<file path="config.mk">
export PLATFORM = sky130hd
export DESIGN_NAME = mem_req_arbiter_flat
export DESIGN_NICKNAME = d
export VERILOG_FILES = /design/src/rtl/mem_req_arbiter_if.sv /design/src/rtl/mem_req_arbiter.sv /design/src/flat_wrapper.sv
export SDC_FILE = /design/constraint.sdc
export NUM_CORES = 1
export LEC_CHECK = 0
export BUFFER_PORTS_ARGS = -buffer_cell sky130_fd_sc_hd__buf_2
export CAP_MARGIN = 15
export CORE_ASPECT_RATIO = 1.1
export CORE_MARGIN = 1
export CORE_UTILIZATION = 45
export CTS_CLUSTER_DIAMETER = 60
export DETAILED_ROUTE_END_ITERATION = 8
export GPL_TIMING_DRIVEN = 0
export PLACE_DENSITY_LB_ADDON = 0.15
export SYNTH_ARGS = -nofsm -noshare
export SYNTH_HDL_FRONTEND = slang
export SYNTH_SLANG_ARGS = --single-unit
export TNS_END_PERCENT = 50
</file>
<file path="constraint.sdc">
create_clock -name CLK -period 1.5 [get_ports CLK]
set_input_delay 0.075 -clock CLK [delete_from_list [all_inputs] [get_ports CLK]]
set_output_delay 0.075 -clock CLK [all_outputs]
set_load 0.02 [all_outputs]
</file>
<file path="src/rtl/mem_req_arbiter_if.sv">
// Bundle of requester-side and RAM-side signals of the memory request arbiter.
// Handshake: a channel holds (req_ren|req_wen) with stable addr/wdata until its one-cycle req_ready pulse; the RAM holds ram_busy high until the access is done.
interface mem_req_arbiter_if #(
  parameter int NUM_CH = 2,
  parameter int ADDR_W = 32,
  parameter int DATA_W = 32
);
  logic [NUM_CH-1:0]        req_ren;
  logic [NUM_CH-1:0]        req_wen;
  logic [NUM_CH*ADDR_W-1:0] req_addr;
  logic [NUM_CH*DATA_W-1:0] req_wdata;
  logic [DATA_W-1:0]        req_rdata;
  logic [NUM_CH-1:0]        req_ready;
  logic [ADDR_W-1:0]        ram_addr;
  logic [DATA_W-1:0]        ram_wdata;
  logic                     ram_ren;
  logic                     ram_wen;
  logic [DATA_W-1:0]        ram_rdata;
  logic                     ram_busy;

  // The arbiter serves the bundle; the environment (requesters + RAM) drives it.
  modport slave (
    input  req_ren, req_wen, req_addr, req_wdata, ram_rdata, ram_busy,
    output req_rdata, req_ready, ram_addr, ram_wdata, ram_ren, ram_wen
  );

  modport master (
    output req_ren, req_wen, req_addr, req_wdata, ram_rdata, ram_busy,
    input  req_rdata, req_ready, ram_addr, ram_wdata, ram_ren, ram_wen
  );
endinterface

</file>
<file path="src/rtl/mem_req_arbiter.sv">
// Multi-channel arbiter funnelling read/write requests into one single-port RAM.
// Define MEM_ARB_ROUND_ROBIN_EN for round-robin arbitration; default is fixed priority (lowest index wins).
module mem_req_arbiter #(
  parameter int NUM_CH = 2,
  parameter int ADDR_W = 32,
  parameter int DATA_W = 32
) (
  input  logic               CLK,
  input  logic               RST,
  mem_req_arbiter_if.slave   bus,
  output logic [1:0]         dbg_state
);

  localparam int IDX_W = $clog2(NUM_CH);
  typedef logic [IDX_W-1:0] idx_t;

  typedef enum logic [1:0] {
    IDLE   = 2'd0,
    ACCESS = 2'd1,
    RESP   = 2'd2
  } state_e;

  state_e              state_q, state_d;
  idx_t                win_q, win_d;
  idx_t                pick;
  logic [ADDR_W-1:0]   addr_q, addr_d;
  logic [DATA_W-1:0]   wdata_q, wdata_d;
  logic [DATA_W-1:0]   rdata_q, rdata_d;
  logic                wr_q, wr_d;
  logic [NUM_CH-1:0]   req_any;

`ifdef MEM_ARB_ROUND_ROBIN_EN
  idx_t                ptr_q, ptr_d;
`endif

  assign req_any   = bus.req_ren | bus.req_wen;
  assign dbg_state = state_q;

  // Descending scan so the candidate closest to the search start is assigned last and wins.
  always_comb begin
    pick = '0;
`ifdef MEM_ARB_ROUND_ROBIN_EN
    for (int k = NUM_CH - 1; k >= 0; k--) begin
      if (req_any[idx_t'((int'(ptr_q) + k) % NUM_CH)]) begin
        pick = idx_t'((int'(ptr_q) + k) % NUM_CH);
      end
    end
`else
    for (int k = NUM_CH - 1; k >= 0; k--) begin
      if (req_any[idx_t'(k)]) begin
        pick = idx_t'(k);
      end
    end
`endif
  end

  always_comb begin
    state_d = state_q;
    win_d   = win_q;
    addr_d  = addr_q;
    wdata_d = wdata_q;
    rdata_d = rdata_q;
    wr_d    = wr_q;
`ifdef MEM_ARB_ROUND_ROBIN_EN
    ptr_d   = ptr_q;
`endif
    case (state_q)
      IDLE: begin
        if (|req_any) begin
          state_d = ACCESS;
          win_d   = pick;
          addr_d  = bus.req_addr[int'(pick)*ADDR_W +: ADDR_W];
          wdata_d = bus.req_wdata[int'(pick)*DATA_W +: DATA_W];
          wr_d    = bus.req_wen[pick];
`ifdef MEM_ARB_ROUND_ROBIN_EN
          ptr_d   = idx_t'((int'(pick) + 1) % NUM_CH);
`endif
        end
      end
      ACCESS: begin
        if (!bus.ram_busy) begin
          rdata_d = bus.ram_rdata;
          state_d = RESP;
        end
      end
      RESP:    state_d = IDLE;
      default: state_d = IDLE;
    endcase
  end

  // Outputs decode only registered state, so nothing combinational leaks from the request inputs.
  always_comb begin
    bus.req_ready = '0;
    bus.req_rdata = '0;
    bus.ram_ren   = 1'b0;
    bus.ram_wen   = 1'b0;
    bus.ram_addr  = addr_q;
    bus.ram_wdata = wdata_q;
    if (state_q == ACCESS) begin
      bus.ram_ren = !wr_q;
      bus.ram_wen = wr_q;
    end
    if (state_q == RESP) begin
      bus.req_ready[win_q] = 1'b1;
      bus.req_rdata        = rdata_q;
    end
  end

  always_ff @(posedge CLK) begin
    if (RST) begin
      state_q <= IDLE;
      win_q   <= '0;
      addr_q  <= '0;
      wdata_q <= '0;
      rdata_q <= '0;
      wr_q    <= 1'b0;
`ifdef MEM_ARB_ROUND_ROBIN_EN
      ptr_q   <= '0;
`endif
    end else begin
      state_q <= state_d;
      win_q   <= win_d;
      addr_q  <= addr_d;
      wdata_q <= wdata_d;
      rdata_q <= rdata_d;
      wr_q    <= wr_d;
`ifdef MEM_ARB_ROUND_ROBIN_EN
      ptr_q   <= ptr_d;
`endif
    end
  end

endmodule

</file>
<file path="src/flat_wrapper.sv">
// flat-port wrapper written by rule: the top's interface ports become plain ports
module mem_req_arbiter_flat 
#(
  parameter int NUM_CH = 2,
  parameter int ADDR_W = 32,
  parameter int DATA_W = 32
)
  (CLK, RST, dbg_state, bus_req_ren, bus_req_wen, bus_req_addr, bus_req_wdata, bus_ram_rdata, bus_ram_busy, bus_req_rdata, bus_req_ready, bus_ram_addr, bus_ram_wdata, bus_ram_ren, bus_ram_wen);
  mem_req_arbiter_if #(.NUM_CH(NUM_CH), .ADDR_W(ADDR_W), .DATA_W(DATA_W)) bus_i ();
  input  logic CLK;
  input  logic RST;
  output logic [1:0] dbg_state;
  input wire logic [$bits(bus_i.req_ren)-1:0] bus_req_ren;
  input wire logic [$bits(bus_i.req_wen)-1:0] bus_req_wen;
  input wire logic [$bits(bus_i.req_addr)-1:0] bus_req_addr;
  input wire logic [$bits(bus_i.req_wdata)-1:0] bus_req_wdata;
  input wire logic [$bits(bus_i.ram_rdata)-1:0] bus_ram_rdata;
  input wire logic [$bits(bus_i.ram_busy)-1:0] bus_ram_busy;
  output wire logic [$bits(bus_i.req_rdata)-1:0] bus_req_rdata;
  output wire logic [$bits(bus_i.req_ready)-1:0] bus_req_ready;
  output wire logic [$bits(bus_i.ram_addr)-1:0] bus_ram_addr;
  output wire logic [$bits(bus_i.ram_wdata)-1:0] bus_ram_wdata;
  output wire logic [$bits(bus_i.ram_ren)-1:0] bus_ram_ren;
  output wire logic [$bits(bus_i.ram_wen)-1:0] bus_ram_wen;
  assign bus_i.req_ren = bus_req_ren;
  assign bus_i.req_wen = bus_req_wen;
  assign bus_i.req_addr = bus_req_addr;
  assign bus_i.req_wdata = bus_req_wdata;
  assign bus_i.ram_rdata = bus_ram_rdata;
  assign bus_i.ram_busy = bus_ram_busy;
  assign bus_req_rdata = bus_i.req_rdata;
  assign bus_req_ready = bus_i.req_ready;
  assign bus_ram_addr = bus_i.ram_addr;
  assign bus_ram_wdata = bus_i.ram_wdata;
  assign bus_ram_ren = bus_i.ram_ren;
  assign bus_ram_wen = bus_i.ram_wen;
  mem_req_arbiter #(.NUM_CH(NUM_CH), .ADDR_W(ADDR_W), .DATA_W(DATA_W)) u_core (.CLK(CLK), .RST(RST), .bus(bus_i), .dbg_state(dbg_state));
endmodule
</file>
Word level (Yosys, flattened, before mapping)
Index checks and enable logic that the tools add are counted.
{ "word_totals": {"regBits": 100, "inputBits": 167, "out_inout_bits": 102, "wordCells": 37} }
{ "classes": {"n_lt_le_gt_ge": 3, "n_eq_ne": 4, "shift": 2, "muxes": 13, "n_bitwise": 2, "reduce_logical": 7} }
{ "op_table": {"columns": ["cell", "n"], "rows": [
  ["indexed part select 64 x 7 -> 32 bit", 2],
  ["2-to-1 mux 32 bit", 1],
  ["2-to-1 mux 1 bit", 7],
  ["2-to-1 mux 2 bit", 3],
  ["AND reduction 2 bit", 3],
  ["less-than comparator 1 x 2 -> 1 bit, second input constant", 2],
  ["one-hot mux 2 bit (2 select lines)", 1],
  ["== test 2 x 1 -> 1 bit, second input constant", 1],
  ["== test 2 bit, second input constant", 1],
  ["logical NOT 2 bit", 1],
  ["inequality test 2 x 1 -> 1 bit, second input constant", 1],
  ["inequality test 2 bit, second input constant", 1],
  ["OR 2 bit", 1],
  ["OR reduction 2 bit", 1],
  ["demux 1 bit (select 1 bit)", 1],
  [">= comparator 1 bit, second input constant", 1],
  ["logical AND 1 bit", 1],
  ["logical NOT 1 bit", 1],
  ["inverter 1 bit", 1]
]} }

Depth between registers and ports, before layout
{ "depth": {"ltp_word": 5, "ltp_mapped": 5} }

Least setup slack after synthesis
Ideal clock, no wire load.
{ "synth_path": {"path_type": "flip-flop to flip-flop", "start": "reg u_core.state_q[0] (netlist: u_core.dbg_state[0])", "end": "reg u_core.rdata_q[10]", "setup_time_ns": 0.132, "arrival_time_ns": 1.355, "required_ns": 1.368, "slack_ns": 0.013, "path_stages_with_launch": 6, "path_buffers": 2, "synth_period_minus_slack_ns": 1.487, "path_cell_list": "dfxtp_1 -> or3b_1 -> clkbuf_1 -> clkbuf_1 -> nand2_1 -> a21oi_1"} }
{ "synth_via": {"elab_chain_cells": 2} }
{ "synth_lines": {"columns": ["element", "line", "text"], "rows": [
  ["from (decl)", "mem_req_arbiter.sv:23", "state_e state_q, state_d;"],
  ["from (signal assigned)", "mem_req_arbiter.sv:121", "state_q <= state_d;"],
  ["== test 2 x 1 -> 1 bit", "mem_req_arbiter.sv:67", "case (state_q)"],
  ["AND reduction 2 bit (no line)", null, null],
  ["to (signal assigned)", "mem_req_arbiter.sv:125", "rdata_q <= rdata_d;"],
  ["to (decl)", "mem_req_arbiter.sv:28", "logic [DATA_W-1:0] rdata_q, rdata_d;"]
]} }
Every way passes these cells.
A chain may end at the register's enable or synchronous reset.

Final worst setup path
{ "layout_path": {"start": "reg u_core.state_q[1] (netlist: u_core.dbg_state[1])", "end": "out bus_req_rdata[2]"} }
{ "layout_via": {"elab_chain_cells": 2} }
{ "layout_lines": {"columns": ["element", "line", "text"], "rows": [
  ["== test 2 bit", "mem_req_arbiter.sv:103", "if (state_q == RESP) begin"],
  ["2-to-1 mux 32 bit", "mem_req_arbiter.sv:103", null],
  ["to (decl)", "flat_wrapper.sv:19", "output wire logic [$bits(bus_i.req_rdata)-1:0] bus_req_rdata;"]
]} }
Every way passes these cells.

==> metrics.txt <==
register area share after synthesis=39.82%; CTS tree=done; Buffers on Ports=about 270; Crit path required time=around 1.4 ns; Rel. slew slack=roughly half; initial antenna violation count=1; WL final=~19000 um; Placed Cells incl. Taps=~1000; design area=between 7000 and 8000 um^2; Top Layer Used=met4; Peak Freq=0.6421 GHz; Comb power frac=25.2%; root buf cell=clkbuf_16; I/O pins=about 270; post-synth top area share=roughly two fifths; CTS H-tree lvls=3; CTS Sinks=100; vias in the first global route=between 5000 and 6000; WL met2=9841 um; Die Area=around 12000 um^2; failing checks=negative setup slack; clock power share=roughly a third; Final setup viols=32; Routed Antenna Nets=0; Clock Latency Late Sink=0.34 ns; most frequent cell after synthesis=nor2_1; fin nets=~1100; Fin Hold WS=roughly 0.059 ns; status=complete, but fails checks; clk_skew=about 0.0051 ns; FF-to-FF path depth=4; Avg Vias per Cell=~5.6; Worst path slowest cell=dfxtp_4; drt first pass iters=5; # rows=40; met1 WL=7082 um; RSZ-0062 raised after global routing=true; worst-path cell chain=nor2b_4 > buf_12 > buf_8 > and2_1 > buf_6; largest net degree at the start of global routing=18; Synth cell types=29; delay-heaviest family, CP=buffers and inverters; Reg clk slew, reported paths=around 0.07 ns; WL/cell=around 18 um; synthesized flop and latch total=100; Switching Power=around 2.3 mW; top cells by count, synth=nor2_1 (131), dfxtp_1 (100), a21oi_1 (98), nand2_1 (64), o21ai_0 (64); met3 WL=between 1500 and 2000 um; critical path type=reg -> out; Filler cells=slightly below 900; Die H=about 110 um; final worst setup slack=-0.05745 ns; Post-Syn Nets=approximately 800; Max Root-Sink Buffers=2; worst hold stages=3; PD cells=around 950 nW/um^2; Slowest Stage Delay on Critical Path=around 0.40 ns; post-synth top area cell=dfxtp_1; Worst path depth=5; die width=around 100 um; placeable core region=10910 um^2; fin. max-slew vios=0; Pleak=between 3 and 4 nW; via count=slightly above 6000; syn_area_per_cell=about 7.9 um^2; Total Power=between 7 and 8 mW; Pint=between 4 and 5 mW; TritonCTS Buffers=9; Syn Inst Count=roughly 630; share of async-settable or async-resettable flops after synthesis=0%; total grt overflow=0; gpl congestion=around 0.89; worst hold-check path type=in -> reg; Worst Max-Slew Pin Slew=around 0.74 ns; Finished Layout Cells=1103; crit path DAT=~1.5 ns; worst slack, placed=-0.1791 ns; Hold Crit Start=bus_req_wdata[26]; Final HPWL DP=12520 um; Syn Std Cell Area=5027 um^2; Worst setup SP type=flop; total of max-cap violations=0; GRT Resource Usage Total=a little over 30%; share of cells above drive strength 1=42.66%; worst r2r src=u_core.dbg_state[0]; sw frac=about a third; sequential fraction of design power=42.1%; DRC viols=0; Peak VDD IR=between 0.5 and 0.6 mV; Crit Path Max Fanout=10; first-pass GRT wire length=27700 um; CP Capture Type=primary output; Initial DRC Count=~280; Synth-to-Final Area Change=52.54%; CP bufs+invs=3; synth warn=0; Initial Util=46.08%; Final Hold Violating Endpoints=0; Final min period=between 1.5 and 2 ns; crit path from=u_core.dbg_state[1]; number of synthesized flops with an enable pin=0; Area contributors post-synth=dfxtp_1 (40%), a2111oi_2 (12%), nor2_1 (9.8%), a21oi_1 (9.8%), o21ai_0 (6.4%); placed cell area=roughly 6500 um^2; Synth Flop Type=dfxtp_1; Final period util=103.8%
==> timing repair <==
item | 4_1_cts | 5_1_grt
hold endpoints to repair | 32 | 0
gates cloned | 0 | 2
gates resized for setup | 97 | 49
pin swaps | 5 | 16
endpoints found under the setup margin | 122 | 116
hold buffers | 32 | 0
buffers inserted | 1 | 3
==> cells by family after synthesis <==
kind of cell | after synthesis | share of synthesized area [%]
buffers and inverters | 63 | 6.122
AO/OA/AOI/OAI | 228 | 33.05
multiplexers | 1 | 0.1991
flip-flops | 100 | 39.82
AND/OR/NAND/NOR | 242 | 20.81
==> metrics by stage <==
stage	TNS [ns]	util (%)
finish	-0.7687	70.29
global route	-3.843	70.26
CTS	-0.2610	68.28
detailed placement	-11.10	60.01
global placement	-7.287	60.01
floorplan	0	-
==> cells in the final DEF, fill, tap and decap left out, types with 2 or more instances in the layout <==
cell           Yosys  routed
dfxtp_4            0       2
and2_1            33       5
nor2_4             1       2
buf_6              5      39
clkbuf_2           0       7
o21ai_0           64      64
buf_2             15     241
buf_8              0       4
dlygate4sd3_1      0      32
buf_4              4      14
clkbuf_1          37      24
nand2_1           64      64
and2_4             0      28
nor3_1             2       2
clkinvlp_4         0       5
dfxtp_1          100      98
diode_2            0       2
a2111oi_0          4       4
a21oi_1           98      98
clkbuf_16          0      11
nor2_1           131     130
a2111oi_1         20      16
a2111oi_2         40      44
==> power by group through the flow <==
stage	Sequential, mW	Combinational, mW	Clock [mW]
final	3.08	1.85	2.39
after floorplan	3.33	0.801	0
after detailed placement	3.12	1.67	0
after CTS	3.06	1.77	2.40
after global routing	3.10	2.00	2.51
after global placement	3.10	1.62	0
==> worst reg2reg max path, stage by stage, from the launching register on <==
cell	delay (ns)
dfxtp_4	0.42
nor3b_2	0.41
clkbuf_2	0.31
nand2_1	0.10
a21oi_1	0.18
==> final timing paths <==
path                               to  slack, ns
min          u_core.bus.ram_wdata[26]       0.06
max reg2reg        u_core.rdata_q[21]      -0.01
max                  bus_req_rdata[2]      -0.06
min reg2reg         u_core.rdata_q[6]       0.46
==> per-layer routing <==
layer	GRT usage (%)	vias up
li1	-	2862
met1	32.00	2906
met2	53.64	327
met3	8.894	71
met4	17.18	0
met5	0	-
==> state kept, by name, indices dropped and copies added, names as in the netlist <==
signal	flops
u_core.wr_q	1
u_core.dbg_state	2
u_core.bus.ram_wdata	32
u_core.bus.ram_addr	32
u_core.rdata_q	32
u_core.win_q	1
==> area by class of cell <==
cell class / instances / area [um^2] / area share (%)
inverters: 1 / 3.754 / 0.04895
well taps: 147 / 183.9 / 2.398
clock inverters: 7 / 76.32 / 0.9953
clock buffers: 9 / 225.2 / 2.937
flip-flops and latches: 100 / 2009 / 26.20
plain buffers: 61 / 385.4 / 5.025
multi-input cells: 471 / 2828 / 36.87
repair buffers: 305 / 1952 / 25.45
diodes: 2 / 5.005 / 0.06526
No activity file was read; power rests on OpenSTA's default activity.
